`src/rtl/button_event_ctrl.sv`:
```
// Multi-channel push-button front end: synchroniser, debounce, edge detect and sticky event flag.
// Define BUTTON_EVENT_COUNT_EN to add per-channel saturating 8-bit event counters (event_count port).
module button_event_ctrl #(
  parameter int CHANNELS        = 4,
  parameter int SYNC_STAGES     = 2,
  parameter int DEBOUNCE_CYCLES = 16,
  parameter int EDGE_MODE       = 0
) (
  input  logic                  clk,
  input  logic                  reset,
  input  logic [CHANNELS-1:0]   btn_in,
  input  logic [CHANNELS-1:0]   clear,
  output logic [CHANNELS-1:0]   btn_level,
  output logic [CHANNELS-1:0]   edge_pulse,
  output logic [CHANNELS-1:0]   event_latched
`ifdef BUTTON_EVENT_COUNT_EN
  ,
  output logic [8*CHANNELS-1:0] event_count
`endif
);

  localparam int                CNT_W    = $clog2(DEBOUNCE_CYCLES + 1);
  localparam logic [CNT_W-1:0]  CNT_LAST = CNT_W'(DEBOUNCE_CYCLES - 1);

  for (genvar ch = 0; ch < CHANNELS; ch++) begin : g_ch
    logic [SYNC_STAGES-1:0] sync_q;
    logic                   sync_w;
    logic                   stable_q, stable_d;
    logic [CNT_W-1:0]       cnt_q, cnt_d;
    logic                   pulse_q, pulse_d;
    logic                   latched_q, latched_d;
    logic                   edge_match_w;

    assign sync_w = sync_q[SYNC_STAGES-1];

    // Qualify the level about to be accepted against the configured edge polarity.
    assign edge_match_w = (EDGE_MODE == 2) ||
                          ((EDGE_MODE == 0) && sync_w) ||
                          ((EDGE_MODE == 1) && !sync_w);

    always_comb begin
      stable_d = stable_q;
      cnt_d    = '0;
      pulse_d  = 1'b0;
      if (sync_w != stable_q) begin
        if (cnt_q == CNT_LAST) begin
          stable_d = sync_w;
          pulse_d  = edge_match_w;
        end else begin
          cnt_d = cnt_q + 1'b1;
        end
      end
    end

    // Set wins over clear so an event arriving with a clear is never lost.
    always_comb begin
      latched_d = latched_q;
      if (pulse_q) begin
        latched_d = 1'b1;
      end else if (clear[ch]) begin
        latched_d = 1'b0;
      end
    end

    always_ff @(posedge clk or negedge reset) begin
      if (!reset) begin
        sync_q    <= '0;
        stable_q  <= 1'b0;
        cnt_q     <= '0;
        pulse_q   <= 1'b0;
        latched_q <= 1'b0;
      end else begin
        sync_q    <= {sync_q[SYNC_STAGES-2:0], btn_in[ch]};
        stable_q  <= stable_d;
        cnt_q     <= cnt_d;
        pulse_q   <= pulse_d;
        latched_q <= latched_d;
      end
    end

    assign btn_level[ch]     = stable_q;
    assign edge_pulse[ch]    = pulse_q;
    assign event_latched[ch] = latched_q;

`ifdef BUTTON_EVENT_COUNT_EN
    logic [7:0] evcnt_q, evcnt_d;

    always_comb begin
      evcnt_d = evcnt_q;
      if (clear[ch]) begin
        evcnt_d = pulse_q ? 8'd1 : 8'd0;
      end else if (pulse_q && (evcnt_q != 8'hFF)) begin
        evcnt_d = evcnt_q + 8'd1;
      end
    end

    always_ff @(posedge clk or negedge reset) begin
      if (!reset) begin
        evcnt_q <= 8'd0;
      end else begin
        evcnt_q <= evcnt_d;
      end
    end

    assign event_count[8*ch +: 8] = evcnt_q;
`endif
  end

endmodule

```
`config.mk`:
```
export PLATFORM = sky130hd
export DESIGN_NAME = button_event_ctrl
export DESIGN_NICKNAME = d
export VERILOG_FILES = /design/src/rtl/button_event_ctrl.sv
export SDC_FILE = /design/constraint.sdc
export NUM_CORES = 1
export LEC_CHECK = 0
export BUFFER_PORTS_ARGS = -buffer_cell sky130_fd_sc_hd__buf_2
export CAP_MARGIN = 0
export CORE_MARGIN = 2
export CORE_UTILIZATION = 50
export DETAILED_ROUTE_END_ITERATION = 10
export PLACE_DENSITY = 0.8
export SYNTH_ARGS = -nofsm -noshare
export SYNTH_HDL_FRONTEND = slang
export SYNTH_SLANG_ARGS = --single-unit
```
`constraint.sdc`:
```
create_clock -name clk -period 1.3 [get_ports clk]
set_input_delay 0.195 -clock clk [delete_from_list [all_inputs] [get_ports clk]]
set_output_delay 0.195 -clock clk [all_outputs]
set_load 0.02 [all_outputs]
```
==> Yosys cells after proc, flatten, opt, wreduce, memory -nomap -nowiden <==
Index checks and enable logic that the tools add are counted.
{ "classes": {"add_sub_neg": 4, "eq_ne": 8, "reduce_logical": 8, "mux": 24} }
{ "ops": {"columns": ["cell", "count"], "rows": [
  ["5-bit two-way mux", 8],
  ["5-bit by 1-bit adder with 5-bit output (second input constant)", 4],
  ["5-bit by 4-bit equality test with 1-bit output (second input constant)", 4],
  ["1-bit two-way mux", 16],
  ["2-bit AND reduction", 4],
  ["2-bit nonzero test", 4],
  ["1-bit inequality test", 4]
]} }
{ "totals": {"out_inout_bits": 12, "regBits": 40, "word_cells": 64} }

==> Longest topological paths before layout <==
{ "logic_depth": {"depth_word": 3, "depth_mapped": 4, "ltp_nobuf": 4} }

==> Worst setup path before layout <==
OpenSTA, ideal clock, no wires.
{ "synth_timing": {"path_type": "register -> register", "from": "register g_ch[1].cnt_q[0]", "to": "register g_ch[1].stable_q", "arrival_time_ns": 1.110, "slack_ns": 0.063, "n_path_buf": 0, "synth_period_minus_slack_ns": 1.237, "stages_incl_launch_ff": 5, "cell_sequence": "dfrtp_1 > ha_1 > nand3_2 > nor2_4 > mux2_1"} }
{ "synth_between": {"elab_chain_cells": 2} }
{ "synth_lines": {"columns": ["item", "line_no", "source"], "rows": [
  ["start: declaration", "29", "logic [CNT_W-1:0] cnt_q, cnt_d;"],
  ["start signal: assignment", "75", "cnt_q <= cnt_d;"],
  ["5-bit by 4-bit equality test with 1-bit output", "46", "if (cnt_q == CNT_LAST) begin"],
  ["2-bit AND reduction (no line)", null, null],
  ["end signal: assignment", "74", "stable_q <= stable_d;"],
  ["end: declaration", "28", "logic stable_q, stable_d;"]
]} }
Every way passes these cells.
A chain may end at the register's enable or synchronous reset.

==> Worst setup path after layout <==
{ "layout_timing": {"from": "register g_ch[3].cnt_q[0]", "to": "register g_ch[3].stable_q"} }
{ "layout_between": {"elab_chain_cells": 2} }
{ "layout_lines": {"columns": ["item", "line_no"], "rows": [
  ["start: declaration", "29"],
  ["start signal: assignment", "75"],
  ["5-bit by 4-bit equality test with 1-bit output", "46"],
  ["2-bit AND reduction (no line)", null],
  ["end signal: assignment", "74"],
  ["end: declaration", "28"]
]} }
Every way passes these cells.

==> summary.md <==
| Metric | Value |
|---|---|
| Outcome | `finished clean` |
| Hold Path Class | `in -> reg` |
| Utilization after layout | `0.631` |
| Post-placement cell count | `between 150 and 200` |
| Row Count | `20` |
| Die Height | `61.6 µm` |
| GR met2 Demand/Resource | `0.265` |
| Largest area contributor in the netlist | `dfrtp_1` |
| Internal Pwr Total | `1.65 mW` |
| CP max-delay cell | `dfrtp_1` |
| Sequential cell area | `1000 µm²` |
| Antenna diodes | `0` |
| Placed Instance Area | `~1800 µm²` |
| Max Slew Vio Count | `0` |
| Largest net degree at the start of global routing | `23` |
| GR Util met3 | `0.0525` |
| Power Total | `2.12 mW` |
| Global route hottest layer | `met2` |
| Synth Register Bits | `40` |
| Die ar. | `3790 µm²` |
| Reg power frac | `0.630` |
| Max-Cap Viols | `0` |
| Area contributors post-synth | `dfrtp_1 60%, buf_4 5.4%, nor4b_2 3.6%` |
| CTS root buf | `clkbuf_4` |
| First-pass GRT wire length | `4110 µm` |
| Maximum VDD drop | `730 µV` |
| Critical Path RT | `about 1.5 ns` |
| Commonest cells in the netlist | `40 x dfrtp_1, 12 x buf_4, 10 x nor2_1` |
| Synthesized area per cell | `roughly 13 µm²` |
| Multi-input gate area | `577 µm²` |
| CP Launch Type | `register` |
| Via density | `4.71` |
| CP Buf/Inv Count | `0` |
| Final Hold Vio Count | `0` |
| Final setup TNS | `0 ns` |
| Ys flop type | `dfrtp_1` |
| M1 GR Usage | `0.178` |
| Share of cells above drive strength 1 | `0.369` |
| TritonCTS Buffers | `5` |
| Top-level I/O count | `22` |
| CP Capture Type | `register` |
| Fin crit share | `0.966` |
| Setup violators final | `0` |
| Clock skew | `0.00445 ns` |
| DRC viols | `0` |
| Post-synth EDFFs | `0` |
| P per Cell Area | `1080 nW/µm²` |
| Clock transition at path regs | `0.11 ns` |
| Starting Density | `0.534` |
| RePlAce Congestion | `0.769` |
| Ys Warns | `0` |
| Initial DRC Count | `27` |
| Leakage power | `0.996 nW` |
| Crit-path leading delay family | `flip-flops` |
| Tot GR Track Use | `0.154` |
| Highest clock rate | `796 MHz` |
| Worst-skew pair later-pin latency | `0.32 ns` |
| Register area share after synthesis | `0.604` |
| CP Cell Sequence | `ha_2, nand3_2, nor2_1, mux2_1` |
| Reg-to-reg startpoint | `g_ch[3].cnt_q[0]` |
| Switching Share | `0.222` |
| Async SR Flop Fraction | `1.00` |
| Crit path DAT | `1.46 ns` |
| Max Root-Sink Buffers | `2` |
| TritonCTS clock tree | `done` |
| Synth Cell Area | `1660 µm²` |
| Count leader, synth | `dfrtp_1` |
| Core Area | `3100 µm²` |
| Post-route antenna net violation count | `0` |
| Clock share of power | `0.292` |
| Slew headroom | `0.710` |
| Largest stage delay on the critical path | `approximately 0.39 ns` |
| Finished Layout Cells | `204` |
| DRT Wirelength | `2450 µm` |
| Clock sink count | `40` |
| Die X | `61.6 µm` |
| Yosys cell types | `25` |
| Mapped Cells | `128` |
| Crit path kind | `reg -> reg` |
| Final min period | `about 1.3 ns` |
| HPWL Detailed | `1780 µm` |
| Layout area overhead | `18.2%` |
| GRT overflow | `0` |
| Pre-antenna DRT Iters | `2` |
| Share of power burned in combinational logic | `0.078` |
| Post-DR wirelength/cell | `around 12 µm` |
| Port bufs | `21` |
| Initial antenna violation count | `0` |
| Least-Margin Pin Slew | `0.435 ns` |
| Final net count | `173` |
| Worst-path fanout max | `3` |
| Final Cell Area | `1960 µm²` |
| Htree depth | `2` |
| Vias in the first global route | `950` |
| Yosys top cell area share | `0.604` |
| Syn nets | `approximately 140` |
| Crit path launch | `g_ch[3].cnt_q[0]` |
| Hold_sp | `clear[0]` |
| FILL cells | `between 200 and 300` |
| NetSw | `470 µW` |
| Total number of vias | `between 900 and 1000` |
[cells by family after synthesis]
kind of cell               count (synthesis)  share of synthesized area
and+or+nand+nor                           44                      0.181
DFF                                       40                      0.604
xor gates and xnor gates                  10                     0.0529
adders and majority gates                  4                     0.0302
muxes                                      4                     0.0272
buffers and inverters                     18                     0.0680
AOI/OAI and AO/OA                          8                     0.0363
[routing by layer]
metal / part of all wire / routed length [µm] / vias to the layer above
met3: 0.043 / 106 / 2
met2: 0.52 / 1270 / 22
met1: 0.43 / 1060 / 460
li1: - / - / 476
met5: 0 / 0 / -
met4: 0.0057 / 14 / 0
[metrics by stage]
step	hold WS (ns)	setup slack, ns
floorplan	-0.101	0.0629
global placement	0.155	0.0652
detailed placement	0.155	-0.00105
CTS	0.119	0.000325
global route	0.119	-0.00625
finish	0.129	0.0436
[area by class of cell]
class,count,area share
flip-flops and latches,40,0.512
multi-input cells,70,0.295
repair buffers,36,0.124
clock buffers,8,0.0300
well taps,44,0.0281
inverters,6,0.0115
[final timing paths]
path	endpoint	slack [ns]	cells past startpoint
setup / recovery	g_ch[3].stable_q	0.04	4
hold / removal	g_ch[0].latched_q	0.13	3
setup reg to reg	g_ch[3].stable_q	0.04	4
hold reg to reg	g_ch[0].sync_q[1]	0.36	0
max in group asynchronous	g_ch[1].cnt_q[0]	0.50	3
min in group asynchronous	g_ch[0].sync_q[1]	0.33	2
[repair_timing]
action | 4_1_cts | 5_1_grt
hold buffers | 5 | 0
hold endpoints to repair | 22 | 0
setup endpoints to repair | 3 | 5
setup buffers | 1 | 4
gates resized for setup | 2 | 6
pin swaps | 0 | 2
[state kept, by name, summed over array words and instances, names as in the netlist]
register	cells
g_ch.cnt_q	20
g_ch.latched_q	4
g_ch.pulse_q	4
g_ch.stable_q	4
g_ch.sync_q	8
[power groups by stage]
stage               Clock [mW]  Combinational [mW]  Sequential (mW)
finish                   0.617               0.166             1.33
global route             0.719               0.192             1.34
CTS                      0.640               0.150             1.33
detailed placement           0               0.132             1.35
global placement             0               0.125             1.35
floorplan                    0              0.0739             1.34
[worst register-to-register path: stages (launching register included)]
cell     delay (ns)
dfrtp_1        0.39
ha_2           0.21
nand3_2        0.09
nor2_1         0.12
mux2_1         0.34
[layout by cell type (no fill, tap or decap), types with 2 or more instances in the layout]
cell type and count:
xnor2_1 4, xor2_1 6, clkbuf_4 5, a31oi_1 2, nor2_1 10, nor4b_2 4
nand2_1 4, nor2b_1 2, nand3_2 4, nor3_1 2, dfrtp_1 39, o21ai_2 2
a21o_1 4, nand2b_1 4, dlygate4sd3_1 5, nand3_1 4, nand4b_1 2, mux2_1 3
nor2_4 2, ha_4 2, nor2_2 2, inv_1 6, clkbuf_1 2, buf_2 21
ha_2 2, buf_4 9
No activity file was read; power rests on OpenSTA's default activity.
